$ cat src/rtl/retire_rob.sv
// rtl/retire_rob.sv - 16-entry reorder buffer with 4-lane in-order retirement
//
// Purpose: entries are allocated in program order at tail and completed out of
// order by tag. Each cycle the contiguous run of completed entries at head
// (up to 4) retires onto registered, MSB-first packed lanes. Lane 0 is oldest.
//
// Ports:
//   clk, rst_n                   clock, synchronous active-low reset
//   flush                        (only with ROB_FLUSH_EN) discard all entries
//   alloc_valid/target_reg/writes_reg, alloc_ready, alloc_tag   allocate side
//   complete_valid/tag/data      execution result write-back
//   retirement_*_flat, instruction_writer_flat   registered retire lanes
//   count                        occupied entries, 0..16
//
// Build option: define ROB_FLUSH_EN to add the flush input.
module retire_rob (
  input  logic        clk,
  input  logic        rst_n,
`ifdef ROB_FLUSH_EN
  input  logic        flush,
`endif
  input  logic        alloc_valid,
  input  logic [3:0]  alloc_target_reg,
  input  logic        alloc_writes_reg,
  output logic        alloc_ready,
  output logic [3:0]  alloc_tag,
  input  logic        complete_valid,
  input  logic [3:0]  complete_tag,
  input  logic [15:0] complete_data,
  output logic [3:0]  retirement_write_data_enable_flat,
  output logic [15:0] retirement_target_reg_flat,
  output logic [63:0] retirement_write_data_flat,
  output logic [15:0] instruction_writer_flat,
  output logic [4:0]  count
);

  logic [15:0] ent_valid;
  logic [15:0] ent_done;
  logic [15:0] ent_writes;
  logic [3:0]  ent_target [16];
  logic [15:0] ent_data   [16];

  logic [3:0]  head;
  logic [3:0]  tail;
  logic        alloc_fire;
  logic        flush_now;

  logic [3:0]  lane_idx [4];
  logic [3:0]  lane_ok;
  logic [2:0]  n_ret;
  logic        run;

`ifdef ROB_FLUSH_EN
  assign flush_now = flush;
`else
  assign flush_now = 1'b0;
`endif

  // Registered count gates allocation, so a full ROB cannot accept an entry
  // in the same cycle that it retires.
  assign alloc_ready = (count != 5'd16);
  assign alloc_tag   = tail;
  assign alloc_fire  = alloc_valid && alloc_ready;

  // Retire run: stops at the first entry that is not valid && done. done is
  // registered, so a completion arriving this cycle cannot retire until next.
  always_comb begin
    lane_ok = '0;
    n_ret   = '0;
    run     = 1'b1;
    for (int i = 0; i < 4; i++) begin
      lane_idx[i] = head + 4'(i);
      if (run && (5'(i) < count) && ent_valid[lane_idx[i]] && ent_done[lane_idx[i]]) begin
        lane_ok[i] = 1'b1;
        n_ret      = n_ret + 3'd1;
      end else begin
        run = 1'b0;
      end
    end
  end

  always_ff @(posedge clk) begin
    if (!rst_n || flush_now) begin
      ent_valid <= '0;
      ent_done  <= '0;
      head      <= '0;
      tail      <= '0;
      count     <= '0;
      retirement_write_data_enable_flat <= '0;
      retirement_target_reg_flat        <= '0;
      retirement_write_data_flat        <= '0;
      instruction_writer_flat           <= '0;
    end else begin
      // Lane i occupies the i-th field counted from the MSB end.
      for (int i = 0; i < 4; i++) begin
        if (lane_ok[i]) begin
          retirement_write_data_enable_flat[3-i]       <= ent_writes[lane_idx[i]];
          retirement_target_reg_flat[(3-i)*4 +: 4]     <= ent_target[lane_idx[i]];
          retirement_write_data_flat[(3-i)*16 +: 16]   <= ent_data[lane_idx[i]];
          instruction_writer_flat[(3-i)*4 +: 4]        <= lane_idx[i];
          ent_valid[lane_idx[i]]                       <= 1'b0;
        end else begin
          retirement_write_data_enable_flat[3-i]       <= 1'b0;
          retirement_target_reg_flat[(3-i)*4 +: 4]     <= '0;
          retirement_write_data_flat[(3-i)*16 +: 16]   <= '0;
          instruction_writer_flat[(3-i)*4 +: 4]        <= '0;
        end
      end

      if (complete_valid && ent_valid[complete_tag]) begin
        ent_done[complete_tag] <= 1'b1;
        ent_data[complete_tag] <= complete_data;
      end

      // Placed after the completion update so allocation wins on a shared index.
      if (alloc_fire) begin
        ent_valid[tail]  <= 1'b1;
        ent_done[tail]   <= 1'b0;
        ent_writes[tail] <= alloc_writes_reg;
        ent_target[tail] <= alloc_target_reg;
        ent_data[tail]   <= '0;
      end

      head  <= head + {1'b0, n_ret};
      tail  <= tail + {3'b0, alloc_fire};
      count <= count + {4'b0, alloc_fire} - {2'b0, n_ret};
    end
  end

endmodule

$ cat config.mk
export PLATFORM = sky130hd
export DESIGN_NAME = retire_rob
export DESIGN_NICKNAME = d
export VERILOG_FILES = /design/src/rtl/retire_rob.sv
export SDC_FILE = /design/constraint.sdc
export NUM_CORES = 1
export LEC_CHECK = 0
export CAP_MARGIN = 20
export CORE_MARGIN = 3
export CORE_UTILIZATION = 40
export DETAILED_ROUTE_END_ITERATION = 8
export PLACE_DENSITY_LB_ADDON = 0.05
export SKIP_CTS_REPAIR_TIMING = 1
export SYNTH_ARGS = -nofsm -noshare
export SYNTH_HDL_FRONTEND = slang
export SYNTH_SLANG_ARGS = --single-unit
$ cat constraint.sdc
create_clock -name clk -period 6.95 [get_ports clk]
set_clock_uncertainty 0.2 [all_clocks]
set_input_delay 1.0425 -clock clk [delete_from_list [all_inputs] [get_ports clk]]
set_output_delay 1.0425 -clock clk [all_outputs]
set_load 0.05 [all_outputs]
==> key figures <==
Status
  • Status: finished, final reports clean

Critical path
  • Reg2Reg Depth: 22
  • Crit Path Class: flip-flop to flip-flop
  • CP Launch Type: flip-flop
  • R2r setup slk: 0.71 ns
  • Crit path DAT: 6.54 ns
  • R2r endpoint: count[4]
  • Crit. End Element: flip-flop
  • Worst EP required: 7.24 ns
  • RR Startpoint: head[0]
  • Worst-path fanout max: 33

Power
  • Leakage Power: 10.5 nW
  • Net Switching: 1.61 mW
  • Seq pwr share: 0.452
  • Max IR drop VDD: 0.178 mV
  • Comb pwr share: 0.072
  • Clk pwr share: 0.477
  • Power Internal: 4.94 mW
  • Sw Ratio: 0.245
  • Cell area power density: 202 nW/µm²
  • Final Total Pwr: 6.55 mW

Logic synthesis
  • Synth top area share: 0.297
  • Number of synthesized register bits: 481
  • Post-synthesis cell count: 2605
  • Leading area contributor after synthesis: mux4_2
  • Yosys warns: 0
  • Async set-reset flop share out of synthesis: 0
  • EDFF count, synth: 80
  • Post-Syn Area: 28400 µm²
  • Synth cell types: 77
  • Syn Nets: 2657
  • Top_reg_cell synth: dfxtp_1
  • Syn_area_per_cell: 10.9 µm²
  • Synth area leaders: mux4_2, dfxtp_1, edfxtp_1
  • Sequential area share after synthesis: 0.367

Floorplanning
  • Ports: 139
  • Die area: 74200 µm²
  • Die X: 272 µm
  • Initial core utilization: 0.405
  • Core area: 70100 µm²
  • Die Ht: 272 µm
  • Row count: 97

Hold path
  • Min-Delay Path Depth: 2
  • Origin of the worst min-delay path: ent_data[1][8]
  • Worst-case hold path end point: ent_data[1][8]
  • Hold Path Class: flip-flop to flip-flop

Global route
  • First-pass GRT wire length: 160000 µm
  • Largest net degree at the start of global routing: 145
  • Number of global-route vias before repair: 22500
  • Tot GR Track Use: 0.297
  • Gr ovfl total: 0
  • Initial antenna violation count: 3

STA
  • Final Max Slew Viols: 0
  • Fin crit period: 6.24 ns
  • Endpoints failing setup: 0
  • Final Hold Fails: 0
  • Final worst slack: 0.705 ns
  • Relative slew slack: 0.226
  • Setup TNS Final: 0 ns
  • Fmax: 160 MHz
  • Crit share post-route: 0.899
  • Measured slew at the worst slew-check pin: 1.16 ns
  • RSZ-0062 raised after global routing: false

Drt
  • First-iteration detailed-routing DRC count: 2493
  • Via count: 23200
  • DR DRC count: 0
  • Post-route ant nets: 0
  • DRT Pass-1 Iters: 6
  • Vias per cell: 6.43
  • Routed WL per cell: 31.0 µm
  • Final WL: 112000 µm

Clock tree
  • Root Buffer: clkbuf_16
  • Clock-pin transition on the worst setup and hold timing paths: 0.06 ns
  • Clock sink total: 481
  • Total CTS buffers: 57
  • Clock latency on the worst-skew pair: 0.63 ns
  • H-tree Lvls: 2
  • Max Buffers Root-to-Sink: 3
  • CTS tree: yes

Cells and area
  • Area grow syn2layout: 14.1%
  • Net count reported at finish: 2673
  • Layout cell share with drive strength beyond 1: 0.239
  • Final core utilization: 0.462

Placement
  • GP Congestion: 0.907
  • Port Buffers: 138
  • Setup WS pre-CTS: 0.712 ns
  • Detailed placement HPWL: 66300 µm

Flow run
  • Maximum Capacitance Violations: 0
## routing by layer
| metal | global-route usage | part of all wire |
|---|---|---|
| met5 | 0 | 0 |
| met4 | 0.158 | 0.059 |
| met3 | 0.0625 | 0.10 |
| met2 | 0.455 | 0.45 |
| met1 | 0.397 | 0.39 |
## cells in the mapped netlist, types with 11 or more instances
| cell type | number |
|---|---|
| nor2b_1 | 58 |
| mux2i_1 | 68 |
| ha_1 | 21 |
| buf_1 | 44 |
| nor2_1 | 69 |
| nand3_1 | 11 |
| buf_6 | 14 |
| a211oi_2 | 38 |
| and2_1 | 43 |
| and3_1 | 41 |
| o22ai_1 | 13 |
| mux4_2 | 374 |
| a21oi_1 | 280 |
| buf_2 | 66 |
| nor4_1 | 11 |
| dfxtp_1 | 401 |
| inv_1 | 13 |
| buf_4 | 22 |
| o21ai_0 | 21 |
| nor3_1 | 17 |
| edfxtp_1 | 80 |
| a211oi_1 | 42 |
| clkbuf_1 | 103 |
| nand2_1 | 614 |
## cell families after synthesis
logic type                 count (synthesis)  share of synthesized area
and+or+nand+nor                          924                      0.147
AOI/OAI and AO/OA                        447                      0.101
muxes                                    448                      0.324
buffers and inverters                    266                     0.0453
adders and majority gates                 23                     0.0107
DFF                                      481                      0.367
xor gates and xnor gates                  16                    0.00573
## sequential cells by signal, indices dropped and copies added, names as in the netlist
| signal | count |
|---|---|
| alloc_tag | 4 |
| count | 5 |
| ent_data | 256 |
| ent_done | 16 |
| ent_target | 64 |
| ent_valid | 16 |
| ent_writes | 16 |
| head | 4 |
| instruction_writer_flat | 16 |
| retirement_target_reg_flat | 16 |
| retirement_write_data_enable_flat | 4 |
| retirement_write_data_flat | 64 |
## power groups by stage
stage          clock [mW]  combinational (mW)  sequential [mW]
5_1_grt              3.29               0.505             2.96
6_report             3.12               0.470             2.96
2_1_floorplan           0               0.284             3.03
4_1_cts              3.18               0.469             2.95
3_5_place_dp            0               0.467             3.01
3_3_place_gp            0               0.462             3.01
## worst max-delay path: stages (launching register included)
cell	delay, ns
dfxtp_4	0.68
clkinv_1	0.24
ha_4	0.42
mux4_2	0.36
mux2_2	0.29
mux2i_1	0.21
and3_1	0.22
ha_1	0.23
a21boi_0	0.54
o221ai_1	0.34
or2_0	0.32
nand2_1	0.08
nand2_1	0.06
ha_1	0.32
o21ai_0	0.35
ha_1	0.21
inv_1	0.06
fa_1	0.46
inv_1	0.07
a21o_1	0.11
a21oi_1	0.07
xor2_1	0.13
and2_1	0.15
## final cells by class
cell class / instances / area (µm²)
Timing Repair Buffer: 207 / 1930
Sequential cell: 481 / 10400
Fill cell: 6564 / 37800
Antenna cell: 2 / 5.00
Inverter: 16 / 60.1
Clock inverter: 24 / 241
Tap cell: 940 / 1180
Clock buffer: 83 / 1720
Multi-Input combinational cell: 1858 / 16800
## how the worst max path moves through the flow
stage,end,slack (ns),start,depth (start not counted)
6_report,count[4],0.71,head[0],22
5_1_grt,count[4],0.14,head[0],22
4_1_cts,count[4],0.67,head[0],22
3_5_place_dp,count[4],0.71,head[0],22
3_3_place_gp,count[4],0.91,head[1],22
2_1_floorplan,count[4],0.72,head[0],26
## metrics by stage
stage,area (µm²),cells,hold slack [ns]
after global routing,32400,3609,0.306
final,32400,3611,0.287
after CTS,32400,3609,0.287
after detailed placement,30400,3502,0.279
after global placement,30400,3502,0.268
after floorplan,28400,2605,0.251
## layout by cell type, fill, tap and decap left out, types with 6 or more instances in the layout
cell type | Yosys | routed
clkinvlp_4 | 0 | 6
a221o_1 | 10 | 10
dfxtp_1 | 401 | 397
clkbuf_1 | 103 | 13
o21ai_0 | 21 | 21
buf_4 | 22 | 66
clkinv_2 | 0 | 11
nor3_1 | 17 | 17
nor2_1 | 69 | 53
and2_1 | 43 | 43
nor2b_1 | 58 | 58
a211oi_2 | 38 | 38
nand2_2 | 9 | 9
o22ai_1 | 13 | 13
nand3_1 | 11 | 11
clkbuf_8 | 0 | 7
nor2_2 | 0 | 16
edfxtp_1 | 80 | 80
clkdlybuf4s50_1 | 0 | 137
clkbuf_16 | 0 | 63
xnor2_1 | 10 | 6
inv_1 | 13 | 13
nand2_4 | 8 | 8
and3_1 | 41 | 41
ha_1 | 21 | 20
a21oi_1 | 280 | 280
o31a_1 | 7 | 7
a211oi_1 | 42 | 42
nand2_1 | 614 | 614
nor4_1 | 11 | 11
mux4_2 | 374 | 374
mux2i_1 | 68 | 68
No activity file was read; power rests on OpenSTA's default activity.
